**src/rtl/mac_arb_pkg.sv**
```systemverilog
// Shared types and sizing helpers for the MAC result arbiter slice.
// Contents:
//   ST_COLLECT / ST_DONE  - arbiter FSM state encodings
//   gnt_src_e             - which requester owns the RAM port this cycle
//   cnt_width()           - width of a counter that can hold 0..count
//   ptr_width()           - width of a round-robin lane pointer
package mac_arb_pkg;

    // Arbiter FSM states
    localparam logic [0:0] ST_COLLECT = 1'b0;
    localparam logic [0:0] ST_DONE    = 1'b1;

    // Owner of the single RAM access slot in the current cycle
    typedef enum logic [1:0] {
        GNT_NONE = 2'd0,
        GNT_LANE = 2'd1,
        GNT_HOST = 2'd2
    } gnt_src_e;

    // Bits needed to count from 0 up to and including count
    function automatic int unsigned cnt_width(input int unsigned count);
        return (count < 1) ? 1 : $clog2(count + 1);
    endfunction

    // Bits needed to index one of lanes requesters (at least 1)
    function automatic int unsigned ptr_width(input int unsigned lanes);
        return (lanes < 2) ? 1 : $clog2(lanes);
    endfunction

endpackage

```
**src/rtl/mac_result_arbiter_if.sv**
```systemverilog
// Bundle of all non-clock/reset signals around the MAC result arbiter.
// Groups:
//   lane side : lane_valid, lane_addr, lane_data, lane_ready
//   host side : host_rd_req, host_rd_addr, host_rd_ready, host_rd_valid, host_rd_data
//   RAM side  : ram_we, ram_addr, ram_wdata, ram_rdata
//   status    : write_count, all_done, addr_err
// Modports:
//   slave  - the arbiter's view
//   master - the environment's view (lanes, host, RAM)
interface mac_result_arbiter_if
    import mac_arb_pkg::*;
#(
    parameter int unsigned NUM_LANES    = 4,
    parameter int unsigned ADDR_WIDTH   = 7,
    parameter int unsigned DATA_WIDTH   = 32,
    parameter int unsigned RESULT_COUNT = 64
);

    localparam int unsigned CNT_WIDTH = cnt_width(RESULT_COUNT);

    logic [NUM_LANES-1:0]                 lane_valid;
    logic [NUM_LANES-1:0][ADDR_WIDTH-1:0] lane_addr;
    logic [NUM_LANES-1:0][DATA_WIDTH-1:0] lane_data;
    logic [NUM_LANES-1:0]                 lane_ready;

    logic                  host_rd_req;
    logic [ADDR_WIDTH-1:0] host_rd_addr;
    logic                  host_rd_ready;
    logic                  host_rd_valid;
    logic [DATA_WIDTH-1:0] host_rd_data;

    logic                  ram_we;
    logic [ADDR_WIDTH-1:0] ram_addr;
    logic [DATA_WIDTH-1:0] ram_wdata;
    logic [DATA_WIDTH-1:0] ram_rdata;

    logic [CNT_WIDTH-1:0]  write_count;
    logic                  all_done;
    logic                  addr_err;

    modport slave (
        input  lane_valid, lane_addr, lane_data,
        output lane_ready,
        input  host_rd_req, host_rd_addr,
        output host_rd_ready, host_rd_valid, host_rd_data,
        output ram_we, ram_addr, ram_wdata,
        input  ram_rdata,
        output write_count, all_done, addr_err
    );

    modport master (
        output lane_valid, lane_addr, lane_data,
        input  lane_ready,
        output host_rd_req, host_rd_addr,
        input  host_rd_ready, host_rd_valid, host_rd_data,
        input  ram_we, ram_addr, ram_wdata,
        output ram_rdata,
        input  write_count, all_done, addr_err
    );

endinterface

```
**src/rtl/rr_arbiter.sv**
```systemverilog
// Combinational round-robin selector.
// Ports:
//   req_i      - request vector, one bit per lane
//   ptr_i      - lane with highest priority this cycle
//   gnt_o      - one-hot grant of the first requester at or after ptr_i (0 if none)
//   ptr_nxt_o  - pointer to use after this grant: granted+1 wrapped, else ptr_i
module rr_arbiter #(
    parameter int unsigned NUM_LANES = 4,
    parameter int unsigned PTR_WIDTH = 2
) (
    input  logic [NUM_LANES-1:0] req_i,
    input  logic [PTR_WIDTH-1:0] ptr_i,
    output logic [NUM_LANES-1:0] gnt_o,
    output logic [PTR_WIDTH-1:0] ptr_nxt_o
);

    logic                 found_c;
    logic [PTR_WIDTH-1:0] idx_c;

    // Scan lanes starting at the pointer, wrapping modulo NUM_LANES
    always_comb begin
        gnt_o     = '0;
        ptr_nxt_o = ptr_i;
        found_c   = 1'b0;
        idx_c     = '0;
        for (int unsigned k = 0; k < NUM_LANES; k++) begin
            idx_c = PTR_WIDTH'((32'(ptr_i) + k) % NUM_LANES);
            if (!found_c && req_i[idx_c]) begin
                found_c      = 1'b1;
                gnt_o[idx_c] = 1'b1;
                ptr_nxt_o    = PTR_WIDTH'((32'(idx_c) + 1) % NUM_LANES);
            end
        end
    end

endmodule

```
**src/rtl/mac_result_arbiter.sv**
```systemverilog
// Shares the single result-RAM port between NUM_LANES MAC lanes and one host
// readout requester. One access is granted per cycle and registered onto the
// RAM port; in-range lane writes are counted and completion is flagged.
// Ports:
//   clock, reset  - system clock, synchronous active-high reset
//   bus (slave)   - lane handshakes, host read handshake, RAM port, status
//                   (write_count, all_done, addr_err)
// Combinational outputs: bus.lane_ready, bus.host_rd_ready (grant) and
// bus.host_rd_data (RAM read data gated by host_rd_valid). Everything else is
// registered.
module mac_result_arbiter
    import mac_arb_pkg::*;
#(
    parameter int unsigned NUM_LANES    = 4,
    parameter int unsigned ADDR_WIDTH   = 7,
    parameter int unsigned DATA_WIDTH   = 32,
    parameter int unsigned RAM_BASE     = 64,
    parameter int unsigned RESULT_COUNT = 64
) (
    input  logic                 clock,
    input  logic                 reset,
    mac_result_arbiter_if.slave  bus
);

    localparam int unsigned CW = cnt_width(RESULT_COUNT);
    localparam int unsigned PW = ptr_width(NUM_LANES);

    // Registered state
    logic [0:0]            state_q,      state_d;
    logic [PW-1:0]         ptr_q,        ptr_d;
    logic                  host_last_q,  host_last_d;
    logic                  ram_we_q,     ram_we_d;
    logic [ADDR_WIDTH-1:0] ram_addr_q,   ram_addr_d;
    logic [DATA_WIDTH-1:0] ram_wdata_q,  ram_wdata_d;
    logic                  rd_pend_q,    rd_pend_d;
    logic                  rd_valid_q,   rd_valid_d;
    logic [CW-1:0]         cnt_q,        cnt_d;
    logic                  done_q,       done_d;
    logic                  err_q,        err_d;

    // Combinational grant path
    gnt_src_e              gnt_src_c;
    logic [NUM_LANES-1:0]  rr_gnt_c;
    logic [PW-1:0]         rr_ptr_nxt_c;
    logic                  lane_any_c;
    logic [ADDR_WIDTH-1:0] sel_addr_c;
    logic [DATA_WIDTH-1:0] sel_data_c;
    logic                  in_range_c;

    rr_arbiter #(
        .NUM_LANES (NUM_LANES),
        .PTR_WIDTH (PW)
    ) u_rr (
        .req_i     (bus.lane_valid),
        .ptr_i     (ptr_q),
        .gnt_o     (rr_gnt_c),
        .ptr_nxt_o (rr_ptr_nxt_c)
    );

    assign lane_any_c = |bus.lane_valid;

    // Host/lane arbitration; a requesting host never loses twice in a row
    always_comb begin
        gnt_src_c = GNT_NONE;
        if (!reset) begin
            if (state_q == ST_DONE) begin
                if (bus.host_rd_req) gnt_src_c = GNT_HOST;
            end else if (bus.host_rd_req && !host_last_q) begin
                gnt_src_c = GNT_HOST;
            end else if (lane_any_c) begin
                gnt_src_c = GNT_LANE;
            end else if (bus.host_rd_req) begin
                gnt_src_c = GNT_HOST;
            end
        end
    end

    // Mux the granted lane's payload (grant is one-hot)
    always_comb begin
        sel_addr_c = '0;
        sel_data_c = '0;
        for (int unsigned i = 0; i < NUM_LANES; i++) begin
            if (rr_gnt_c[i]) begin
                sel_addr_c = bus.lane_addr[i];
                sel_data_c = bus.lane_data[i];
            end
        end
    end

    assign in_range_c = (32'(sel_addr_c) >= RAM_BASE) &&
                        (32'(sel_addr_c) <  RAM_BASE + RESULT_COUNT);

    // Next-state logic for pointer, FSM, RAM command stage, read pipe, status
    always_comb begin
        state_d     = state_q;
        ptr_d       = ptr_q;
        host_last_d = (gnt_src_c == GNT_HOST);
        ram_we_d    = 1'b0;
        ram_addr_d  = ram_addr_q;
        ram_wdata_d = ram_wdata_q;
        rd_pend_d   = (gnt_src_c == GNT_HOST);
        rd_valid_d  = rd_pend_q;
        cnt_d       = cnt_q;
        done_d      = done_q;
        err_d       = err_q;

        case (gnt_src_c)
            GNT_LANE: begin
                ptr_d = rr_ptr_nxt_c;
                if (in_range_c) begin
                    ram_we_d    = 1'b1;
                    ram_addr_d  = sel_addr_c;
                    ram_wdata_d = sel_data_c;
                    if (cnt_q != CW'(RESULT_COUNT)) cnt_d = cnt_q + CW'(1);
                    if (cnt_d == CW'(RESULT_COUNT)) begin
                        state_d = ST_DONE;
                        done_d  = 1'b1;
                    end
                end else begin
                    // Out-of-range results are consumed but never reach the RAM
                    err_d = 1'b1;
                end
            end
            GNT_HOST: begin
                ram_addr_d = bus.host_rd_addr;
            end
            default: ;
        endcase
    end

    // State register
    always_ff @(posedge clock) begin
        if (reset) begin
            state_q     <= ST_COLLECT;
            ptr_q       <= '0;
            host_last_q <= 1'b0;
            ram_we_q    <= 1'b0;
            ram_addr_q  <= '0;
            ram_wdata_q <= '0;
            rd_pend_q   <= 1'b0;
            rd_valid_q  <= 1'b0;
            cnt_q       <= '0;
            done_q      <= 1'b0;
            err_q       <= 1'b0;
        end else begin
            state_q     <= state_d;
            ptr_q       <= ptr_d;
            host_last_q <= host_last_d;
            ram_we_q    <= ram_we_d;
            ram_addr_q  <= ram_addr_d;
            ram_wdata_q <= ram_wdata_d;
            rd_pend_q   <= rd_pend_d;
            rd_valid_q  <= rd_valid_d;
            cnt_q       <= cnt_d;
            done_q      <= done_d;
            err_q       <= err_d;
        end
    end

    assign bus.lane_ready    = (gnt_src_c == GNT_LANE) ? rr_gnt_c : '0;
    assign bus.host_rd_ready = (gnt_src_c == GNT_HOST);
    assign bus.ram_we        = ram_we_q;
    assign bus.ram_addr      = ram_addr_q;
    assign bus.ram_wdata     = ram_wdata_q;
    assign bus.host_rd_valid = rd_valid_q;
    // RAM data arrives in the same cycle as host_rd_valid, so pass it through
    assign bus.host_rd_data  = rd_valid_q ? bus.ram_rdata : '0;
    assign bus.write_count   = cnt_q;
    assign bus.all_done      = done_q;
    assign bus.addr_err      = err_q;

endmodule

```
**src/flat_wrapper.sv**
```systemverilog
// flat-port wrapper written by rule: the top's interface ports become plain ports
module mac_result_arbiter_flat import mac_arb_pkg::*;
#(
    parameter int unsigned NUM_LANES    = 4,
    parameter int unsigned ADDR_WIDTH   = 7,
    parameter int unsigned DATA_WIDTH   = 32,
    parameter int unsigned RAM_BASE     = 64,
    parameter int unsigned RESULT_COUNT = 64
)
  (clock, reset, bus_lane_valid, bus_lane_addr, bus_lane_data, bus_lane_ready, bus_host_rd_req, bus_host_rd_addr, bus_host_rd_ready, bus_host_rd_valid, bus_host_rd_data, bus_ram_we, bus_ram_addr, bus_ram_wdata, bus_ram_rdata, bus_write_count, bus_all_done, bus_addr_err);
  mac_result_arbiter_if #(.NUM_LANES(NUM_LANES), .ADDR_WIDTH(ADDR_WIDTH), .DATA_WIDTH(DATA_WIDTH), .RESULT_COUNT(RESULT_COUNT)) bus_i ();
  input  logic clock;
  input  logic reset;
  input wire logic [$bits(bus_i.lane_valid)-1:0] bus_lane_valid;
  input wire logic [$bits(bus_i.lane_addr)-1:0] bus_lane_addr;
  input wire logic [$bits(bus_i.lane_data)-1:0] bus_lane_data;
  output wire logic [$bits(bus_i.lane_ready)-1:0] bus_lane_ready;
  input wire logic [$bits(bus_i.host_rd_req)-1:0] bus_host_rd_req;
  input wire logic [$bits(bus_i.host_rd_addr)-1:0] bus_host_rd_addr;
  output wire logic [$bits(bus_i.host_rd_ready)-1:0] bus_host_rd_ready;
  output wire logic [$bits(bus_i.host_rd_valid)-1:0] bus_host_rd_valid;
  output wire logic [$bits(bus_i.host_rd_data)-1:0] bus_host_rd_data;
  output wire logic [$bits(bus_i.ram_we)-1:0] bus_ram_we;
  output wire logic [$bits(bus_i.ram_addr)-1:0] bus_ram_addr;
  output wire logic [$bits(bus_i.ram_wdata)-1:0] bus_ram_wdata;
  input wire logic [$bits(bus_i.ram_rdata)-1:0] bus_ram_rdata;
  output wire logic [$bits(bus_i.write_count)-1:0] bus_write_count;
  output wire logic [$bits(bus_i.all_done)-1:0] bus_all_done;
  output wire logic [$bits(bus_i.addr_err)-1:0] bus_addr_err;
  assign bus_i.lane_valid = bus_lane_valid;
  assign bus_i.lane_addr = bus_lane_addr;
  assign bus_i.lane_data = bus_lane_data;
  assign bus_lane_ready = bus_i.lane_ready;
  assign bus_i.host_rd_req = bus_host_rd_req;
  assign bus_i.host_rd_addr = bus_host_rd_addr;
  assign bus_host_rd_ready = bus_i.host_rd_ready;
  assign bus_host_rd_valid = bus_i.host_rd_valid;
  assign bus_host_rd_data = bus_i.host_rd_data;
  assign bus_ram_we = bus_i.ram_we;
  assign bus_ram_addr = bus_i.ram_addr;
  assign bus_ram_wdata = bus_i.ram_wdata;
  assign bus_i.ram_rdata = bus_ram_rdata;
  assign bus_write_count = bus_i.write_count;
  assign bus_all_done = bus_i.all_done;
  assign bus_addr_err = bus_i.addr_err;
  mac_result_arbiter #(.NUM_LANES(NUM_LANES), .ADDR_WIDTH(ADDR_WIDTH), .DATA_WIDTH(DATA_WIDTH), .RAM_BASE(RAM_BASE), .RESULT_COUNT(RESULT_COUNT)) u_core (.clock(clock), .reset(reset), .bus(bus_i));
endmodule
```
**config.mk**
```make
export PLATFORM = sky130hd
export DESIGN_NAME = mac_result_arbiter_flat
export DESIGN_NICKNAME = d
export VERILOG_FILES = /design/src/rtl/mac_arb_pkg.sv /design/src/rtl/mac_result_arbiter_if.sv /design/src/rtl/rr_arbiter.sv /design/src/rtl/mac_result_arbiter.sv /design/src/flat_wrapper.sv
export SDC_FILE = /design/constraint.sdc
export NUM_CORES = 1
export LEC_CHECK = 0
export ABC_AREA = 0
export CAP_MARGIN = 10
export CORE_AREA = 5 5 130 132
export CTS_BUF_LIST = sky130_fd_sc_hd__clkbuf_8
export CTS_CLUSTER_DIAMETER = 80
export CTS_CLUSTER_SIZE = 24
export DETAILED_ROUTE_END_ITERATION = 8
export DIE_AREA = 0 0 135 137
export PLACE_DENSITY = 0.6
export SKIP_LAST_GASP = 1
export SLEW_MARGIN = 30
export SYNTH_ARGS = -nofsm -noshare
export SYNTH_HDL_FRONTEND = slang
export SYNTH_SLANG_ARGS = --single-unit
```
**constraint.sdc**
```tcl
create_clock -name clock -period 5.8 [get_ports clock]
set_input_delay 1.74 -clock clock [delete_from_list [all_inputs] [get_ports clock]]
set_output_delay 1.74 -clock clock [all_outputs]
set_load 0.02 [all_outputs]
```
==> impl_metrics.ini <==
[clock_tree]
path_clk_slew_ps = 110
postCtsHoldBufs = 0
cts_root_buf = clkbuf_8
postCtsSetupBuffers = 0
cts_tree = built
cts_buffers = 5
clkLatencyLatePin_ps = 330
cts-resized-gates = 4
cts.sinks = 53
clockBufferDepth = 2
h-tree-depth = 2

[synth]
seq_area_frac_synth_pct = 27.81
synth_area_leader_cell = dfxtp_1
netlist_area_mm2 = 0.003815
synth_edf_count = 0
synth_nets = 712
yosysWarnings = 0
synth_top_cells_by_area = dfxtp_1 (28%), a221oi_1 (9.2%), o311a_1 (8.4%), nor2_1 (8.4%), and2_1 (5.6%)
synthFlopType = dfxtp_1
syn_inst = 501
ys_async_sr_fraction_pct = 0
ys_seq_elements = 53
synth_top_cell_area_share_pct = 27.81
synthTopCellsByCount = nor2_1 (85), dfxtp_1 (53), nand2_1 (51)
synth_cell_type_count = 52
avgSynthCellArea_um2 = 7.615
synth_most_common_cell = nor2_1

[place]
hpwl_um = 13540
globalplace.congestion = 0.8982
dp_cells = 982
place_ws_ps = -277.6
io_buffers = 288

[global_routing]
grt.total_usage_pct = 18.13
grt-busiest-layer = met2
first_global_vias = 5009
grt_max_degree = 66
use_met1_pct = 21.94
gr-usage-met3_pct = 5.037
gr-total-overflow = 0
antenna_found_initial = 1
grt_pass1_wl_um = 26870
grtUsageMet2_pct = 31.99

[layout]
fillerInstances = 1556
area_growth_pct = 84.59
instances_no_fill = 990
drive_gt1_share_pct = 6.072
insertedDiodeCount = 0
final_nets = 984

[worst_setup_path]
slowest_delay_ps = 550
crit_required_ps = 4060
critPathMaxFanout = 5
critical_path_class = input pin to output pin
crit_slowest_cell = mux4_2
crit_start = bus_lane_valid[1]
reg2reg_depth = 12
r2r_slack_ps = 1620
critical-path-top-delay-family = buffers and inverters
cp_cell_sequence = clkdlybuf4s50_1, mux4_2, buf_4, nor2b_1, a221o_1, a22oi_2, nor2_1, clkdlybuf4s15_1
cp-end-kind = output pin
path_buf_inv = 3
timing.rr.start = u_core.ptr_q[1]$_SDFFE_PP0P_
timing.rr.end = u_core.bus.write_count[4]$_SDFFE_PP0P_
start_kind = input pin
cp.arrival_ps = 3940

[power]
powerDensity_mw_per_mm2 = 220.4
p_leak_uw = 0.002700
peakVddDrop_uv = 98.80

[routing]
drt_iter0_drc = 405
drt-pass1-iter-count = 4
routed_via_density = 4.962
vias = 4912
ant_nets = 0
wire_per_inst_um = 17.85
drc = 0
drt-total-wl_um = 17670

[worst_hold_path]
min_from = u_core.rd_pend_q$_SDFF_PP0_
holdPathStages = 1
min_path_type = register to register
hold_path_end = u_core.rd_pend_q$_SDFF_PP0_

[sta]
fin_crit_sh_pct = 97.91
grt_setup_unrepaired = false
drv_slew = 0
timing.final.ws_setup_ps = 120.9
hold_violations = 0
relSlewSlack_pct = 46.74
skew_ps = 13.08
max_freq_mhz = 176.1
holdWs_ps = 474.9
setup_viol = 0
tightest_slew_ps = 787.8
fin_crit_ps = 5679

[floorplanning]
core_region_area_mm2 = 0.01560
io-pin-count = 289
start_util_pct = 24.46
die_h_um = 137
dieWidth_um = 135
rows = 46
fp.dieArea_mm2 = 0.01850

[run]
maxCapViolations = 0

[status]
outcome = complete, no violations
-- layout by cell type, fill, tap and decap left out, types with 6 or more instances in the layout --
master,n
nor3_1,33
nor2_1,85
inv_1,12
a221oi_1,40
nand2_1,51
buf_4,20
clkdlybuf4s50_1,282
dfxtp_1,53
and2_1,34
o21ai_1,8
o21ai_0,6
o311a_1,32
nand2b_1,8
a21oi_1,17
o22ai_1,8
ha_1,9
-- metrics by stage --
step	util (%)	area, µm²	TNS, ps	power [µW]
2_1_floorplan	-	3815	0	941.4
3_3_place_gp	44.65	6964	-630.3	1329
3_5_place_dp	44.65	6964	-845.5	1343
4_1_cts	45.17	7046	-21.74	1575
5_1_grt	45.15	7042	0	1669
6_report	45.15	7042	0	1552
-- report_power, final --
group / switching [µW] / leakage (µW) / internal, µW / total [µW]
registers: 34.9 / 0.000434 / 414 / 449
clock network: 138 / 0.0000497 / 84.9 / 223
logic: 463 / 0.00222 / 416 / 879
-- layer usage --
layer	vias to the layer above	routed length (µm)	share of wire (%)
met2	178	8909	50
met1	2306	7185	41
met4	2	244	1.4
met5	-	7	0.040
li1	2403	-	-
met3	23	1321	7.5
-- flip-flops by register name, summed over array words and instances, names as in the netlist --
register                  flops
u_core.bus.ram_wdata         32
u_core.bus.ram_addr           7
u_core.bus.write_count        7
u_core.ptr_q                  2
u_core.bus.addr_err           1
u_core.bus.all_done           1
u_core.bus.host_rd_valid      1
u_core.bus.ram_we             1
u_core.rd_pend_q              1
-- worst register-to-register path, cell delays in order, from the launching register on --
cell and delay, ps:
dfxtp_1 610, inv_1 170, ha_1 470, mux4_2 420, buf_4 180, a221o_1 370, a22oi_2 160, buf_4 440
o21ai_1 200, a221oi_4 420, buf_12 300, a311oi_1 140, a41o_1 230
-- cell type report --
class | count | area, µm² | area share (%)
timing repair buffer | 310 | 3059 | 43.44
multi-input combinational | 392 | 2524 | 35.84
sequential | 53 | 1061 | 15.07
tap | 216 | 270.3 | 3.838
clock buffer | 5 | 68.82 | 0.9773
inverter | 11 | 41.29 | 0.5864
clock inverter | 3 | 17.52 | 0.2488
-- logic make-up after synthesis --
logic type | share of synthesized area, %
compound gates | 31.22
xor+xnor | 0.2296
fa+ha+maj | 2.952
buf+inv | 6.100
flops | 27.81
mux | 3.706
simple gates | 27.98
-- worst max-delay path by stage --
| stage | endpoint | slack, ps | depth (start not counted) |
|---|---|---|---|
| 6_report | bus_lane_ready[3] | 120 | 8 |
| 5_1_grt | bus_lane_ready[3] | 20 | 8 |
| 4_1_cts | bus_lane_ready[0] | -20 | 8 |
| 3_5_place_dp | bus_lane_ready[0] | -280 | 8 |
| 3_3_place_gp | bus_lane_ready[0] | -220 | 8 |
| 2_1_floorplan | bus_lane_ready[2] | 560 | 5 |
Power figures use the tool's default switching activity.
